[config.mk]
export PLATFORM = sky130hd
export DESIGN_NAME = sad_block_loader
export DESIGN_NICKNAME = d
export VERILOG_FILES = /design/src/rtl/sad_block_loader.sv
export SDC_FILE = /design/constraint.sdc
export NUM_CORES = 1
export LEC_CHECK = 0
export CORE_MARGIN = 1.5
export CORE_UTILIZATION = 24
export DETAILED_ROUTE_END_ITERATION = 10
export DONT_BUFFER_PORTS = 1
export MAX_ROUTING_LAYER = met4
export SYNTH_ARGS = -nofsm -noshare
export SYNTH_HDL_FRONTEND = slang
export SYNTH_SLANG_ARGS = --single-unit
[constraint.sdc]
create_clock -name clk -period 7.6 [get_ports clk]
set_clock_uncertainty 0.05 [all_clocks]
set_input_delay 2.28 -clock clk [delete_from_list [all_inputs] [get_ports clk]]
set_output_delay 2.28 -clock clk [all_outputs]
set_load 0.01 [all_outputs]
[src/rtl/sad_block_loader.sv]
// Gathers a byte stream into a 2x2 current/reference block pair
// for the SAD datapath: 8-slot assembly buffer plus an output register.
module sad_block_loader (
  input  logic        clk,
  input  logic        rst,
  input  logic [7:0]  pix_in,
  input  logic        pix_valid,
  output logic        pix_ready,
  input  logic        flush,
  output logic        blk_valid,
  input  logic        blk_ready,
  output logic [7:0]  A00,
  output logic [7:0]  A01,
  output logic [7:0]  A10,
  output logic [7:0]  A11,
  output logic [7:0]  B00,
  output logic [7:0]  B01,
  output logic [7:0]  B10,
  output logic [7:0]  B11,
  output logic [15:0] blk_count
);

  typedef enum logic {FILL, FULL} state_t;

  state_t     state, state_n;
  logic [2:0] idx, idx_n;
  logic [7:0] slot [8];
  logic [7:0] last;
  logic       take, xfer, load;

  assign pix_ready = (state == FILL);
  assign xfer      = blk_valid && blk_ready;
  assign take      = pix_valid && pix_ready && !flush;
  // the 8th pixel bypasses the buffer when it loads on its own edge
  assign last      = (state == FILL) ? pix_in : slot[7];

  always_comb begin
    state_n = state;
    idx_n   = idx;
    load    = 1'b0;
    unique case (state)
      FILL: begin
        if (flush) begin
          idx_n = 3'd0;
        end else if (take) begin
          if (idx == 3'd7) begin
            idx_n = 3'd0;
            if (!blk_valid || blk_ready) load = 1'b1;
            else state_n = FULL;
          end else begin
            idx_n = idx + 3'd1;
          end
        end
      end
      FULL: begin
        if (flush) begin
          state_n = FILL;
          idx_n   = 3'd0;
        end else if (xfer) begin
          state_n = FILL;
          idx_n   = 3'd0;
          load    = 1'b1;
        end
      end
      default: begin
        state_n = FILL;
        idx_n   = 3'd0;
      end
    endcase
  end

  always_ff @(posedge clk or posedge rst) begin
    if (rst) begin
      state <= FILL;
      idx   <= 3'd0;
      for (int i = 0; i < 8; i++) slot[i] <= 8'd0;
    end else begin
      state <= state_n;
      idx   <= idx_n;
      if (take) slot[idx] <= pix_in;
    end
  end

  always_ff @(posedge clk or posedge rst) begin
    if (rst) begin
      blk_valid <= 1'b0;
      blk_count <= 16'd0;
      A00 <= 8'd0;
      A01 <= 8'd0;
      A10 <= 8'd0;
      A11 <= 8'd0;
      B00 <= 8'd0;
      B01 <= 8'd0;
      B10 <= 8'd0;
      B11 <= 8'd0;
    end else begin
      if (xfer) blk_count <= blk_count + 16'd1;
      if (load) begin
        blk_valid <= 1'b1;
        A00 <= slot[0];
        A01 <= slot[1];
        A10 <= slot[2];
        A11 <= slot[3];
        B00 <= slot[4];
        B01 <= slot[5];
        B10 <= slot[6];
        B11 <= last;
      end else if (xfer) begin
        blk_valid <= 1'b0;
      end
    end
  end

endmodule

; Word level (Yosys, flattened, before mapping)
; Cells that the tools add are included.
[word_totals]
ff_bits = 149
inputBits = 13
out_inout_bits = 82
word_cells = 64
[op_classes]
n_addsub = 2
n_lt_le_gt_ge = 2
eq_ne = 3
mux = 26
n_bitwise = 2
n_reduce_logical = 9
[op_table]
columns = cell, count
row1 = bitwise mux 64 bit, 1
row2 = demux 8 bit (select 3 bit), 1
row3 = "adder 16 x 1 -> 16 bit, second input constant", 1
row4 = 2-to-1 mux 8 bit, 2
row5 = 2-to-1 mux 3 bit, 5
row6 = 2-to-1 mux 1 bit, 14
row7 = case mux 3 bit (2 select lines), 1
row8 = ">= comparator 4 bit, second input constant", 1
row9 = logical AND 1 bit, 4
row10 = "< comparator 4 x 1 -> 1 bit, second input constant", 1
row11 = inverter 3 -> 4 bit, 1
row12 = case mux 1 bit (2 select lines), 2
row13 = "adder 3 x 1 -> 3 bit, second input constant", 1
row14 = "equality test 3 bit, second input constant", 1
row15 = "!= test 3 x 1 -> 1 bit, second input constant", 1
row16 = "!= test 3 x 2 -> 1 bit, second input constant", 1
row17 = zero test 1 bit, 2
row18 = AND reduction 2 bit, 1
row19 = nonzero test 2 bit, 1
row20 = logical OR 1 bit, 1
row21 = inverter 1 bit, 1

; Depth between registers and ports, before layout
; Gate-level depths: netlist (run 1).
[logic_depth]
ltp_word = 8
ltp_mapped = 7
ltp_nobuf = 6

; Least setup slack after synthesis (run 1)
; No wires, ideal clock.
[synth_path]
path_type = input to register
from = in flush
to = reg slot[32] in the netlist's numbering
setup_ns = 0.125
arrival_time_ns = 3.458
required_time_ns = 7.425
slack_ns = 3.967
stages = 5
n_path_buf = 2
cell_sequence = clkbuf_1 -> nor3_1 -> and3_1 -> buf_2 -> mux2_2
[synth_between]
elab_chain_len = 2
[synth_lines]
columns = element, line
row1 = start: declaration, 9  ; input logic flush,
row2 = zero test 1 bit, 33  ; assign take = pix_valid && pix_ready && !flush;
row3 = logical AND 1 bit, 33
row4 = end signal: indexed assignment, 80  ; if (take) slot[idx] <= pix_in;
row5 = end: declaration, 27  ; logic [7:0] slot [8];
; Every way passes these cells.
; A chain may end at the register's enable or synchronous reset.

; Worst setup path after layout (run 1)
[layout_path]
from = reg state
to = out pix_ready
[layout_between]
elab_chain_len = 1
[layout_lines]
columns = element, line
row1 = start: declaration, 25  ; state_t state, state_n;
row2 = start signal: assignment, 78  ; state <= state_n;
row3 = inverter 1 bit, n/a
row4 = end: declaration, 8  ; output logic pix_ready,
; Every way passes these cells.

==> metrics, run 1 <==
Synth Instances just under 400; met3 Track Usage GR 0.0414; Primary FF master, synth dfrtp_1; DP HPWL around 8600 µm; IO buf count 0; GR Util met1 0.133; Std-Cell Rows 56; vias after detailed routing 3,104; Buf/Inv on CP 1; largest register by flop count slot; Initial Utilization 0.245; Worst Max-Slew Pin Slew just over 0.9 ns; Avg Cell Area, Syn roughly 15 µm²; Seq/Total Area, Yosys 0.643; Global Route met2 Usage 0.176; Slew Limit Fails 0; Worst EP required 5.27 ns; H-tree Lvls 4; Final Instance Area 6740 µm²; Top Registers slot x64, blk_count x16; CP Launch Type register; Die Y ~160 µm; CTS buffer count 17; CP peak stage delay 0.74 ns; Clk Latency, worst-skew pair 0.42 ns; Worst R2R End A00[6]$_DFFE_PP0P_; post-synthesis cell type count 30; status completed; drt pass-1 iters 4; CP top delay family flip-flops; CP cell instances inv_1; Clk pin slew, worst setup/hold paths 0.06 ns; Final Cycle Share 0.486; Crit Path Category register to primary output; count of flip-flops with a built-in enable after synthesis 0; routed vias/inst 4.27; Final min period ~3.7 ns; dpl cell area approximately 6000 µm²; CTS tree yes; reg-to-reg slack, setup about 5 ns; number of hold buffers added after CTS 0; DRT iter0 DRCs between 200 and 300; Die Width between 150 and 200 µm; setup TNS 0 ns; non-filler instance count after layout ~730; ys async rst share 1.00; Warnings, synthesis 0; Layout Utilization 0.285; hold_sp slot[49]$_DFFE_PP0P_; Critical-path top delay cell dfrtp_1; # Post-CTS Setup Buffers 0; Clock Tree Buf Depth 2; Worst R2R Path Depth 6; total track usage 0.113; fin nets slightly above 400; initial antenna violation count 0; Fill cells about 2.4k; CTS root buf clkbuf_16; core footprint 23,600 µm²; critical path capture point type primary output; total power between 1.5 and 2 mW; maximum vdd drop 0.115 mV; Area growth, synth to finish 16.2%; cell area after synthesis 5800 µm²; Inst Count DP about 700; Ports 95; Routed Wire Length ~13,000 µm; Synth Net Count approximately 400; fmax ~0.27 GHz; HP Class register to register; diode count 0; RR Startpoint idx[0]$_DFFE_PP0P_; max reg flops 64; largest net degree at the start of global routing 90; max-cap viol count 0; die area approximately 25,000 µm²; first-pass GRT wire length about 20,000 µm; leakage 3.21 nW; clk sink count between 100 and 150; # DRC 0; GR peak layer met2; DR WL/cell between 15 and 20 µm; synthesis-stage register bit count between 100 and 150; RePlAce Congestion 0.707; Setup Viol. Count Final 0; vias in the first global route roughly 3.3k; remaining antenna violation count after routing 0; final hold violation count 0; grt total ovfl 0; Slew HR 0.385; Worst EP arrival 1.37 ns; CP max FO 15; share of layout cells above drive strength 1 0.370; RSZ-0062 raised after global routing false; Power Dens Cells approximately 260 nW/µm²; Hold Path Sink A01[1]$_DFFE_PP0P_; CTS resizes 0; Hold Path Depth 1
## routing by layer
metal | share of wire | up-vias
met3 | 0.062 | 11
met2 | 0.49 | 79
met5 | 0 | -
li1 | - | 1382
met1 | 0.43 | 1632
met4 | 0.013 | 0
## worst register-to-register path, delay by kind of cell (launching register included)
family | cells | cell delay [ns]
and+or+nand+nor | 1 | 0.14
AOI/OAI and AO/OA | 1 | 0.25
muxes | 1 | 0.46
adders and majority gates | 2 | 0.41
buffers and inverters | 1 | 0.74
DFF | 1 | 0.47
## kinds of logic after synthesis
logic type / Yosys count / share of synthesized area
xor gates and xnor gates: 15 / 0.0227
muxes: 128 / 0.247
AOI/OAI and AO/OA: 14 / 0.0158
DFF: 149 / 0.643
adders and majority gates: 3 / 0.00648
and+or+nand+nor: 62 / 0.0520
buffers and inverters: 14 / 0.0130
## how the worst max path moves through the flow
stage                    startpoint            endpoint  slack, ns  depth (start not counted)
CTS                 state$_DFF_PP0_           pix_ready       3.86                          1
global route        state$_DFF_PP0_           pix_ready       3.82                          1
finish              state$_DFF_PP0_           pix_ready       3.90                          1
floorplan                       rst  A00[0]$_DFFE_PP0P_       1.26                          1
global placement          pix_valid  B00[6]$_DFFE_PP0P_       3.60                          4
detailed placement        pix_valid  A00[7]$_DFFE_PP0P_       3.57                          4
## layout make-up
class                      instances  area (µm²)  share of cell area
sequential                       149        3730               0.553
multi-input combinational        222        1990               0.296
clock buffer                      18         439              0.0652
tap                              319         399              0.0592
clock inverter                    14         146              0.0217
inverter                           3        16.3             0.00241
timing repair buffer               2        15.0             0.00223
## cells in the final DEF, fill, tap and decap left out, types with 3 or more instances in the layout
cell       synthesis  routed
nor2b_1            4       4
inv_6              0       5
mux2i_1            8       8
and3_1             4       4
nor3_1             4       4
ha_1               3       3
clkbuf_16          0      17
clkinv_4           0       5
nand3_1            5       5
xor2_1             5       5
dfrtp_1          149     149
mux2_2           113     113
xnor2_1           10      10
mux2_1             7       7
a21oi_1           10      10
nand2_1           19      19
nor2_1            16      16
## synth_stat cells, types with 3 or more instances
| cell | number | share of area |
|---|---|---|
| mux2_2 | 113 | 0.22 |
| mux2_1 | 7 | 0.014 |
| buf_4 | 5 | 0.0065 |
| mux2i_1 | 8 | 0.014 |
| xor2_1 | 5 | 0.0076 |
| and3_1 | 4 | 0.0043 |
| nor3_1 | 4 | 0.0035 |
| dfrtp_1 | 149 | 0.64 |
| xnor2_1 | 10 | 0.015 |
| nand2_1 | 19 | 0.012 |
| nor2b_1 | 4 | 0.0043 |
| ha_1 | 3 | 0.0065 |
| buf_2 | 3 | 0.0026 |
| nor2_1 | 16 | 0.010 |
| inv_1 | 3 | 0.0019 |
| a21oi_1 | 10 | 0.0086 |
| nand3_1 | 5 | 0.0043 |
## report_power, final
| group | leakage (nW) | switching [mW] | total, mW | internal, mW |
|---|---|---|---|---|
| combinational | 0.904 | 0.0337 | 0.0739 | 0.0402 |
| clock | 0.290 | 0.353 | 0.822 | 0.469 |
| sequential | 2.01 | 0.0295 | 0.873 | 0.843 |
## metrics by stage
stage	setup slack, ns	hold WS [ns]
finish	3.90	0.441
global route	3.82	0.460
CTS	3.86	0.443
detailed placement	3.57	0.430
global placement	3.60	0.419
floorplan	1.26	0.409
(Power assumes the default switching activity.)
==> inputs of run 2 (changes only) <==
- clock period: 7.6 -> 3.45 ns (I/O delays scaled with it)
==> metrics, run 2 (synthesized netlist as in run 1, its figures left out) <==
Std-Cell Rows 56 (unchanged); CTS tree yes (unchanged); DP HPWL 8660 µm (was 8650 µm); Worst Max-Slew Pin Slew 0.800 ns (was 0.922 ns); critical path capture point type primary output (unchanged); remaining antenna violation count after routing 0 (unchanged); CP peak stage delay 0.75 ns (was 0.74 ns); Slew HR 0.462 (was 0.385); dpl cell area 6180 µm² (was 6150 µm²); largest register by flop count slot (unchanged); Critical Path End pix_ready (unchanged); Buf/Inv on CP 1 (unchanged); total power 3.95 mW (was 1.77 mW); Layout Utilization 0.287 (was 0.285); grt total ovfl 0 (unchanged); Die Y 158 µm (unchanged); leakage 3.21 nW (about the same); routed vias/inst 4.25 (was 4.27); CP max FO 15 (unchanged); RSZ-0062 raised after global routing false (unchanged); Clk Latency, worst-skew pair 0.42 ns (about the same); CTS resizes 0 (unchanged); Die Width 158 µm (unchanged); Worst EP required 2.36 ns (was 5.27 ns); clk sink count 149 (unchanged); CTS root buf clkbuf_16 (unchanged); Inst Count DP 696 (was 695); total track usage 0.112 (was 0.113); Ports 95 (unchanged); Setup Viol. Count Final 0 (unchanged); Power Dens Cells 583 nW/µm² (was 262 nW/µm²); DRT iter0 DRCs 146 (was 255); Critical-path top delay cell dfrtp_1 (unchanged); Top Registers slot x64, blk_count x16 (unchanged); max-cap viol count 0 (unchanged); H-tree Lvls 4 (unchanged); RR Startpoint idx[0]$_DFFE_PP0P_ (unchanged); CP top delay family flip-flops (unchanged); die area 25,100 µm² (unchanged); Crit path depth 1 (unchanged); Final Cycle Share 0.718; Final Instance Area 6780 µm² (was 6740 µm²); largest net degree at the start of global routing 95 (was 90); DR WL/cell 17.8 µm (about the same); HP Class input pin to asynchronous set/reset pin (was register to register); # Post-CTS Setup Buffers 0 (unchanged); CP Launch Point state$_DFF_PP0_ (unchanged); setup TNS 0 ns (unchanged); Fill cells 2,405 (was 2,381); CP Launch Type register (unchanged); Clk pin slew, worst setup/hold paths 0.06 ns (about the same); non-filler instance count after layout 728 (was 727); diode count 0 (unchanged); IO buf count 0 (unchanged); reg-to-reg slack, setup 1.14 ns (was 4.97 ns); max reg flops 64 (unchanged); Worst R2R Path Depth 6 (unchanged); share of layout cells above drive strength 1 0.369 (was 0.370); first-pass GRT wire length 19,700 µm (was 19,800 µm); # DRC 0 (unchanged); Worst EP arrival 1.39 ns (was 1.37 ns); Initial Utilization 0.245 (unchanged); most frequent cells in the layout dfrtp_1 (149), mux2_2 (113), nand2_1 (19), clkbuf_16 (17), nor2_1 (16) (unchanged); Final min period roughly 2.5 ns; maximum vdd drop 0.260 mV (was 0.115 mV); vias after detailed routing 3,095 (was 3,104); CP cell instances inv_1 (unchanged); status completed (unchanged); sequential cell area 3730 µm² (unchanged); Slew Limit Fails 0 (unchanged); final hold violation count 0 (unchanged); drt pass-1 iters 4 (unchanged); fin nets 412 (was 411); Routed Wire Length 13,000 µm (was 12,900 µm); Clock Tree Buf Depth 2 (unchanged); RePlAce Congestion 0.703 (was 0.707); most common cell after layout, fill and taps aside dfrtp_1 (unchanged); initial antenna violation count 1 (was 0); number of hold buffers added after CTS 0 (unchanged); Crit Path Category register to primary output (unchanged); vias in the first global route 3,307 (was 3,330); multi-input logic area 1990 µm² (unchanged); fmax between 0.4 and 0.5 GHz; Worst R2R End A01[4]$_DFFE_PP0P_ (was A00[6]$_DFFE_PP0P_); Area growth, synth to finish 16.9% (was 16.2%); CTS buffer count 17 (unchanged); core footprint 23,600 µm² (unchanged)
## run 2: changes by cell type in the layout (fill, tap and decap cells not counted), sizes merged
cell / before / now
bufinv: 1 / 2
inv: 8 / 9
clkinv: 8 / 2
clkinvlp: 0 / 4
buf: 2 / 3
## run 2: per-layer routing
layer / share of wire / routed length [µm] / vias up / track usage
met5: 0 / 0 / - / -
met4: 0.015 / 197 / 0 / 0.0405
met3: 0.078 / 1010 / 13 / 0.0468
met2: 0.50 / 6510 / 82 / 0.178
met1: 0.41 / 5270 / 1627 / 0.126
li1: - / - / 1373 / -
## run 2: worst min-delay path by stage
stage	slack (ns)	to	from
after floorplan	0.41	A01[0]$_DFFE_PP0P_	slot[48]$_DFFE_PP0P_
after global placement	0.42	B10[3]$_DFFE_PP0P_	slot[11]$_DFFE_PP0P_
after detailed placement	0.43	B10[3]$_DFFE_PP0P_	slot[11]$_DFFE_PP0P_
after CTS	0.34	B10[3]$_DFFE_PP0P_	rst
after global routing	0.34	B10[3]$_DFFE_PP0P_	rst
final	0.35	B10[3]$_DFFE_PP0P_	rst
## run 2: power by group
part           internal, mW  leakage [nW]  total [mW]  switching [mW]
Clock                  1.09         0.284        1.86           0.774
Sequential             1.86          2.01        1.93          0.0672
Combinational        0.0906         0.911       0.163          0.0728
## run 2: through the flow
step	hold WS (ns)	worst slack [ns]
after floorplan	0.409	0.490
after global placement	0.422	1.03
after detailed placement	0.433	0.979
after CTS	0.338	0.924
after global routing	0.344	0.904
final	0.354	0.973
## run 2: layout make-up
class	count	share of cell area
Sequential cell	149	0.550
Tap cell	319	0.0589
Inverter	3	0.00222
Clock buffer	18	0.0633
Clock inverter	14	0.0244
Timing Repair Buffer	3	0.00701
Multi-Input combinational cell	222	0.294
